`config.mk`:
```
export PLATFORM = sky130hd
export DESIGN_NAME = frame_decoder
export DESIGN_NICKNAME = d
export VERILOG_FILES = /design/src/rtl/uart_frame_pkg.sv /design/src/rtl/gap_timer.sv /design/src/rtl/frame_decoder.sv
export SDC_FILE = /design/constraint.sdc
export NUM_CORES = 1
export LEC_CHECK = 0
export ABC_AREA = 1
export CORE_MARGIN = 2
export CORE_UTILIZATION = 35
export DETAILED_ROUTE_END_ITERATION = 10
export PLACE_DENSITY_LB_ADDON = 0.2
export SLEW_MARGIN = 0
export SYNTH_ARGS = -nofsm -noshare
export SYNTH_HDL_FRONTEND = slang
export SYNTH_HIERARCHICAL = 1
export SYNTH_SLANG_ARGS = --single-unit
```
`constraint.sdc`:
```
create_clock -name clk -period 2.15 [get_ports clk]
set_input_delay 0.43 -clock clk [delete_from_list [all_inputs] [get_ports clk]]
set_output_delay 0.43 -clock clk [all_outputs]
set_load 0.05 [all_outputs]
```
`src/rtl/uart_frame_pkg.sv`:
```
// Shared definitions for the UART frame link, used by both the decoder and the sender.
//   state_e          : decoder FSM states
//   Err*             : err_code values reported by the decoder
//   Default*         : default terminator byte and PWM clamp/reset constants
//   clamp_width()    : unsigned 24-bit clamp used to turn a payload into a PWM width
package uart_frame_pkg;

  typedef enum logic [1:0] {
    StIdle     = 2'd0,
    StCollect  = 2'd1,
    StWaitTerm = 2'd2,
    StDiscard  = 2'd3
  } state_e;

  localparam logic [1:0] ErrNone    = 2'b00;
  localparam logic [1:0] ErrBadTerm = 2'b01;
  localparam logic [1:0] ErrTimeout = 2'b10;
  localparam logic [1:0] ErrBreak   = 2'b11;

  localparam logic [7:0]  DefaultTerminator = 8'h0A;
  localparam logic [23:0] DefaultPwmMin     = 24'd27_000;
  localparam logic [23:0] DefaultPwmMax     = 24'd67_500;
  localparam logic [23:0] DefaultPwmDefault = 24'd54_054;

  function automatic logic [23:0] clamp_width(input logic [23:0] value,
                                              input logic [23:0] lo,
                                              input logic [23:0] hi);
    if (value < lo) return lo;
    if (value > hi) return hi;
    return value;
  endfunction

endpackage

```
`src/rtl/gap_timer.sv`:
```
// Inter-byte gap timer.
//   clk, resetn : clock and asynchronous active-low reset
//   clr         : clear the count (takes priority over en)
//   en          : count one per cycle while set
//   expired     : count has reached CYCLES; the count saturates there
module gap_timer #(
  parameter int unsigned CYCLES = 2_700_000
) (
  input  logic clk,
  input  logic resetn,
  input  logic clr,
  input  logic en,
  output logic expired
);

  localparam int unsigned W = $clog2(CYCLES + 1);

  logic [W-1:0] count_q, count_d;

  assign expired = (count_q == W'(CYCLES));

  always_comb begin
    count_d = count_q;
    if (clr) begin
      count_d = '0;
    end else if (en && !expired) begin
      count_d = count_q + W'(1);
    end
  end

  always_ff @(posedge clk or negedge resetn) begin
    if (!resetn) begin
      count_q <= '0;
    end else begin
      count_q <= count_d;
    end
  end

endmodule

```
`src/rtl/frame_decoder.sv`:
```
// Decodes byte frames (PAYLOAD_BYTES payload bytes, MSB first, then TERMINATOR) from a UART
// receiver into a raw payload, a clamped PWM width and an accepted-frame counter.
//   clk, resetn           : clock and asynchronous active-low reset
//   rx_valid/rx_data      : received byte strobe and data
//   rx_break              : line break from the receiver
//   frame_data            : payload of the last accepted frame
//   frame_valid           : one-cycle pulse on acceptance
//   frame_error           : one-cycle pulse on rejection
//   err_code              : cause of the last rejection, held
//   pwm_width             : clamped payload, held between frames
//   frame_count           : accepted frames, wrapping
module frame_decoder
  import uart_frame_pkg::*;
#(
  parameter int unsigned PAYLOAD_BYTES  = 3,
  parameter logic [7:0]  TERMINATOR     = DefaultTerminator,
  parameter int unsigned TIMEOUT_CYCLES = 2_700_000,
  parameter logic [23:0] PWM_MIN        = DefaultPwmMin,
  parameter logic [23:0] PWM_MAX        = DefaultPwmMax,
  parameter logic [23:0] PWM_DEFAULT    = DefaultPwmDefault
) (
  input  logic        clk,
  input  logic        resetn,
  input  logic        rx_valid,
  input  logic [7:0]  rx_data,
  input  logic        rx_break,
  output logic [23:0] frame_data,
  output logic        frame_valid,
  output logic        frame_error,
  output logic [1:0]  err_code,
  output logic [23:0] pwm_width,
  output logic [7:0]  frame_count
);

  localparam int unsigned CntW = (PAYLOAD_BYTES > 1) ? $clog2(PAYLOAD_BYTES) : 1;

  state_e            state_q, state_d;
  logic [23:0]       payload_q, payload_d;
  logic [CntW-1:0]   cnt_q, cnt_d;
  logic              accept, reject;
  logic [1:0]        err_sel;
  logic              timer_en, timer_clr, timer_expired;

  logic [23:0] frame_data_q, frame_data_d;
  logic        frame_valid_q, frame_valid_d;
  logic        frame_error_q, frame_error_d;
  logic [1:0]  err_code_q, err_code_d;
  logic [23:0] pwm_width_q, pwm_width_d;
  logic [7:0]  frame_count_q, frame_count_d;

  // The timer only runs mid-frame; holding it clear elsewhere means a stale count can never
  // leak into the next frame.
  assign timer_en  = (state_q == StCollect) || (state_q == StWaitTerm);
  assign timer_clr = rx_valid || !timer_en;

  gap_timer #(
    .CYCLES (TIMEOUT_CYCLES)
  ) u_gap_timer (
    .clk     (clk),
    .resetn  (resetn),
    .clr     (timer_clr),
    .en      (timer_en),
    .expired (timer_expired)
  );

  // State register.
  always_ff @(posedge clk or negedge resetn) begin
    if (!resetn) begin
      state_q   <= StIdle;
      payload_q <= '0;
      cnt_q     <= '0;
    end else begin
      state_q   <= state_d;
      payload_q <= payload_d;
      cnt_q     <= cnt_d;
    end
  end

  // Next state. Priority: break, then byte, then timeout (a byte on the expiry cycle wins).
  always_comb begin
    state_d   = state_q;
    payload_d = payload_q;
    cnt_d     = cnt_q;
    accept    = 1'b0;
    reject    = 1'b0;
    err_sel   = ErrNone;
    if (rx_break) begin
      state_d = StDiscard;
      if (timer_en) begin
        reject  = 1'b1;
        err_sel = ErrBreak;
      end
    end else if (rx_valid) begin
      unique case (state_q)
        StIdle: begin
          payload_d = {16'h0000, rx_data};
          cnt_d     = CntW'(1);
          state_d   = (PAYLOAD_BYTES == 1) ? StWaitTerm : StCollect;
        end
        StCollect: begin
          payload_d = {payload_q[15:0], rx_data};
          cnt_d     = cnt_q + CntW'(1);
          if (cnt_q == CntW'(PAYLOAD_BYTES - 1)) state_d = StWaitTerm;
        end
        StWaitTerm: begin
          if (rx_data == TERMINATOR) begin
            accept  = 1'b1;
            state_d = StIdle;
          end else begin
            reject  = 1'b1;
            err_sel = ErrBadTerm;
            state_d = StDiscard;
          end
        end
        StDiscard: begin
          if (rx_data == TERMINATOR) state_d = StIdle;
        end
        default: state_d = StIdle;
      endcase
    end else if (timer_en && timer_expired) begin
      reject  = 1'b1;
      err_sel = ErrTimeout;
      state_d = StIdle;
    end
  end

  // Registered outputs, updated one cycle after the deciding input.
  always_comb begin
    frame_data_d  = frame_data_q;
    pwm_width_d   = pwm_width_q;
    frame_count_d = frame_count_q;
    err_code_d    = err_code_q;
    frame_valid_d = accept;
    frame_error_d = reject;
    if (accept) begin
      frame_data_d  = payload_q;
      pwm_width_d   = clamp_width(payload_q, PWM_MIN, PWM_MAX);
      frame_count_d = frame_count_q + 8'd1;
    end
    if (reject) err_code_d = err_sel;
  end

  always_ff @(posedge clk or negedge resetn) begin
    if (!resetn) begin
      frame_data_q  <= '0;
      frame_valid_q <= 1'b0;
      frame_error_q <= 1'b0;
      err_code_q    <= ErrNone;
      pwm_width_q   <= PWM_DEFAULT;
      frame_count_q <= '0;
    end else begin
      frame_data_q  <= frame_data_d;
      frame_valid_q <= frame_valid_d;
      frame_error_q <= frame_error_d;
      err_code_q    <= err_code_d;
      pwm_width_q   <= pwm_width_d;
      frame_count_q <= frame_count_d;
    end
  end

  assign frame_data  = frame_data_q;
  assign frame_valid = frame_valid_q;
  assign frame_error = frame_error_q;
  assign err_code    = err_code_q;
  assign pwm_width   = pwm_width_q;
  assign frame_count = frame_count_q;

endmodule

```
==> results of run 1 <==
==> cells by family (layout without fill, tap and decap cells) <==
logic type	count (synthesis)	count (layout)
AND/OR/NAND/NOR	361	361
flip-flops	110	110
buffers and inverters	105	189
AO/OA/AOI/OAI	74	74
XOR/XNOR	13	13
adder cells (fa/ha/maj)	8	8
==> power by group <==
part / internal, mW / switching, mW
clock network: 0.808 / 0.802
registers: 2.35 / 0.248
logic: 0.571 / 1.36
total: 3.73 / 2.41
==> state kept, by name, summed over array words and instances, names as in the netlist <==
register and count:
payload_q 24, frame_count 8, cnt_q 2, u_gap_timer/count_q 22, pwm_width 24, state_q 2
frame_error 1, err_code 2, frame_data 24, frame_valid 1
==> final cells by class <==
| type | instances | area (um^2) |
|---|---|---|
| Multi-Input combinational cell | 456 | 2248 |
| Timing Repair Buffer | 83 | 848.3 |
| Tap cell | 188 | 235.2 |
| Fill cell | 1514 | 8481 |
| Clock buffer | 10 | 229.0 |
| Inverter | 90 | 345.3 |
| Sequential cell | 110 | 2763 |
| Clock inverter | 6 | 52.55 |
==> layer usage <==
| layer | up-vias | GRT usage [%] |
|---|---|---|
| li1 | 2286 | - |
| met4 | 0 | 5.243 |
| met2 | 81 | 28.91 |
| met1 | 2108 | 21.53 |
| met5 | - | 0 |
| met3 | 12 | 3.243 |
==> timing repair <==
| item | CTS | global route |
|---|---|---|
| endpoints found under the setup margin | 0 | 6 |
| hold buffers | 0 | 0 |
| resized for setup | 0 | 6 |
==> cell usage after synthesis <==
library cell	count	area, um^2
nand2_1	195	732.0
clkinv_1	3	11.26
nand3_2	2	20.02
o21ai_2	1	8.760
nor2_1	75	281.5
nor3_1	2	10.01
xor2_1	11	96.34
a21oi_4	1	16.27
buf_2	5	25.02
clkbuf_1	5	18.77
nand4_1	24	150.1
nand2_4	4	45.04
nand3_4	1	17.52
o21ai_0	27	135.1
a21boi_0	4	30.03
o21ai_1	16	80.08
a21oi_1	6	30.03
nor2_4	4	45.04
a31o_2	1	8.760
a31oi_1	1	6.260
nand2_2	6	37.54
inv_2	7	26.28
a21boi_1	1	7.510
nor2_2	2	12.51
nand4_2	1	12.51
nand3_1	35	175.2
clkinv_4	1	8.760
dfrtp_1	102	2552
ha_1	8	100.1
inv_1	78	292.8
buf_6	5	56.30
nor3_4	1	16.27
or2_2	9	56.30
dfstp_2	8	210.2
o22ai_1	16	100.1
xnor2_1	2	17.52
inv_4	1	6.260
==> per-stage QoR <==
| stage | area (um^2) | setup slack, ps |
|---|---|---|
| floorplan | 5456 | 282.1 |
| CTS | 6706 | 9.712 |
| global placement | 6425 | 125.7 |
| finish | 6721 | 40.83 |
| detailed placement | 6425 | 68.10 |
| global route | 6721 | 0.03675 |
==> final timing paths <==
path                                   startpoint                      end  slack, ps  depth (start not counted)
hold reg to reg                     pwm_width[17]            pwm_width[17]        470                          2
setup / recovery                     pwm_width[8]             pwm_width[8]         40                          1
hold / removal                             resetn           frame_data[22]         40                          1
setup reg to reg           u_gap_timer/count_q[0]  u_gap_timer/count_q[15]        400                         10
min in group clk                    pwm_width[17]            pwm_width[17]        470                          2
max in group asynchronous                  resetn               state_q[1]       1460                          2
==> flow_summary.rst, run 1 <==
.. list-table::
   :header-rows: 1

   * - Metric
     - Value
   * - Run status
     - completed
   * - Detailed-route wire length
     - 13,260 um
   * - Final total negative setup slack
     - 0 ps
   * - Count of non-filler cells in the finished layout
     - 943
   * - Proportion of synthesized chip area in sequential cells
     - 50.63%
   * - Global router's overall resource usage
     - 16.84%
   * - Largest net degree at the start of global routing
     - 53
   * - DRT Pass-1 Iters
     - 5
   * - Via count of the routed design
     - 4,487
   * - Chip height
     - 128.9 um
   * - Detailed placement HPWL
     - 9920 um
   * - CTS tree
     - built
   * - Setup Viol. Count Final
     - 0
   * - Number of warnings issued by yosys
     - 6
   * - Fin. max-slew vios
     - 0
   * - Relative slew margins
     - 65.03%
   * - Row count
     - 45
   * - Number of antenna repair diodes
     - 0
   * - Cell count after placement
     - 927
   * - Utilization after layout
     - 44.21%
   * - Setup repair after global routing missed its margin
     - false
   * - Worst supply voltage drop on vdd
     - 0.0004810 V
   * - Clk Latency, worst-skew pair
     - 360 ps
   * - Pwr/cell area
     - 914.1 nW/um^2
   * - Post-route met1 wirelength
     - 6115 um
   * - Post-Synthesis Net Count
     - 691
   * - TritonCTS Buffers
     - 9
   * - Number of buffers added on ports
     - 71
   * - Sum of internal, switching and leakage power
     - 6.144 mW
   * - Multiplexer area fraction after synthesis
     - 0%
   * - Clock Tree Root
     - clkbuf_16
   * - WP data required
     - 1720 ps
   * - Hold slack
     - 44.02 ps
   * - Core area
     - 15,200 um^2
   * - Fin nets
     - 770
   * - # Max-Cap Violations
     - 0
   * - Post-CTS clock slew at the launch and capture registers of the worst setup and hold paths
     - 70 ps
   * - Total number of H-tree levels
     - 3
   * - Global-route wire length before repair
     - 21,990 um
   * - Highest metal layer with signal wires
     - met4
   * - Via count of the first global-routing pass
     - 4,467
   * - Via-per-instance ratio
     - 4.758
   * - Layout cell share with drive strength beyond 1
     - 10.46%
   * - Met2 wire length
     - 6437 um
   * - Most common cell after layout, fill and taps aside
     - nand2_1
   * - Final hold violation count
     - 0
   * - Dominant combinational cell family by area after synthesis
     - simple AND/OR/NAND/NOR gates
   * - Pleak
     - 3.362 nW
   * - Final Critical Period
     - 2109 ps
   * - CP Data Arrival Time
     - 1680 ps
   * - Xor-xnor portion of the synthesized cell area
     - 2.087%
   * - Width of the die
     - 128.9 um
   * - Worst path slowest cell
     - clkdlybuf4s50_1
   * - Worst-case clock buffer depth
     - 2
   * - Cell variety after synth
     - 37
   * - Final period util
     - 98.10%
   * - Initial Util
     - 35.89%
   * - Post-synthesis to final-layout area growth
     - 23.18%
   * - Setup crit start kind
     - flip-flop
   * - Global-route congestion overflow total
     - 0
   * - WL met3
     - 525 um
   * - Kind of capture point of the worst setup path
     - output pin
   * - Slowest cell delay on critical path
     - 790 ps
   * - Average footprint of a synthesized cell
     - 8.132 um^2
   * - Worst-Margin Slew
     - 524.6 ps
   * - Number of DRC markers in iteration 0
     - 218
   * - Seq cells post-synth
     - 110
   * - Sink Count
     - 110
   * - Setup fix buffers added after clock tree synthesis
     - 0
   * - Min-delay worst type
     - input pin to async pin
   * - Setup skew after layout
     - 7.270 ps
   * - Synth Area in Adders
     - 1.834%
   * - Cells traversed along the worst timing path
     - clkdlybuf4s50_1
   * - Buf+Inv Stages, Crit Path
     - 1
   * - Boundary Pins
     - 72
   * - GPL Wtd Cong
     - 0.8172
   * - Leading cell types in the layout, fill and taps excluded
     - nand2_1, dfrtp_1, inv_1
   * - Largest delay contributor family on the critical path
     - buffers and inverters
   * - Critical setup path kind
     - flip-flop to output pin
   * - Number of antenna violations at the first check in global routing
     - 0
   * - Area of the mapped netlist
     - 5456 um^2
   * - Top fanout value on the critical path
     - 2
   * - Number of instances in the synthesized netlist
     - 671
   * - Maximum clock frequency
     - 474.1 MHz
   * - Die Area
     - 16,600 um^2
   * - Count of antenna-violating nets left after detailed routing
     - 0
   * - Simple logic cell fraction of the synthesized area
     - 29.53%
   * - Detailed-route DRC error count
     - 0
   * - Synth Area in Compound Gates
     - 7.751%
   * - Routed WL per cell
     - 14.06 um
Note: power is estimated with default switching activity, not from simulation.
==> inputs of run 2 (changes only) <==
--- a/config.mk
+++ b/config.mk
@@ -9,6 +9,7 @@
 export CORE_MARGIN = 2
 export CORE_UTILIZATION = 35
 export DETAILED_ROUTE_END_ITERATION = 10
+export GPL_ROUTABILITY_DRIVEN = 1
 export PLACE_DENSITY_LB_ADDON = 0.2
 export SLEW_MARGIN = 0
 export SYNTH_ARGS = -nofsm -noshare
==> results of run 2 <==
Same layout as run 1: the final DEF is identical, and so are final timing and power.
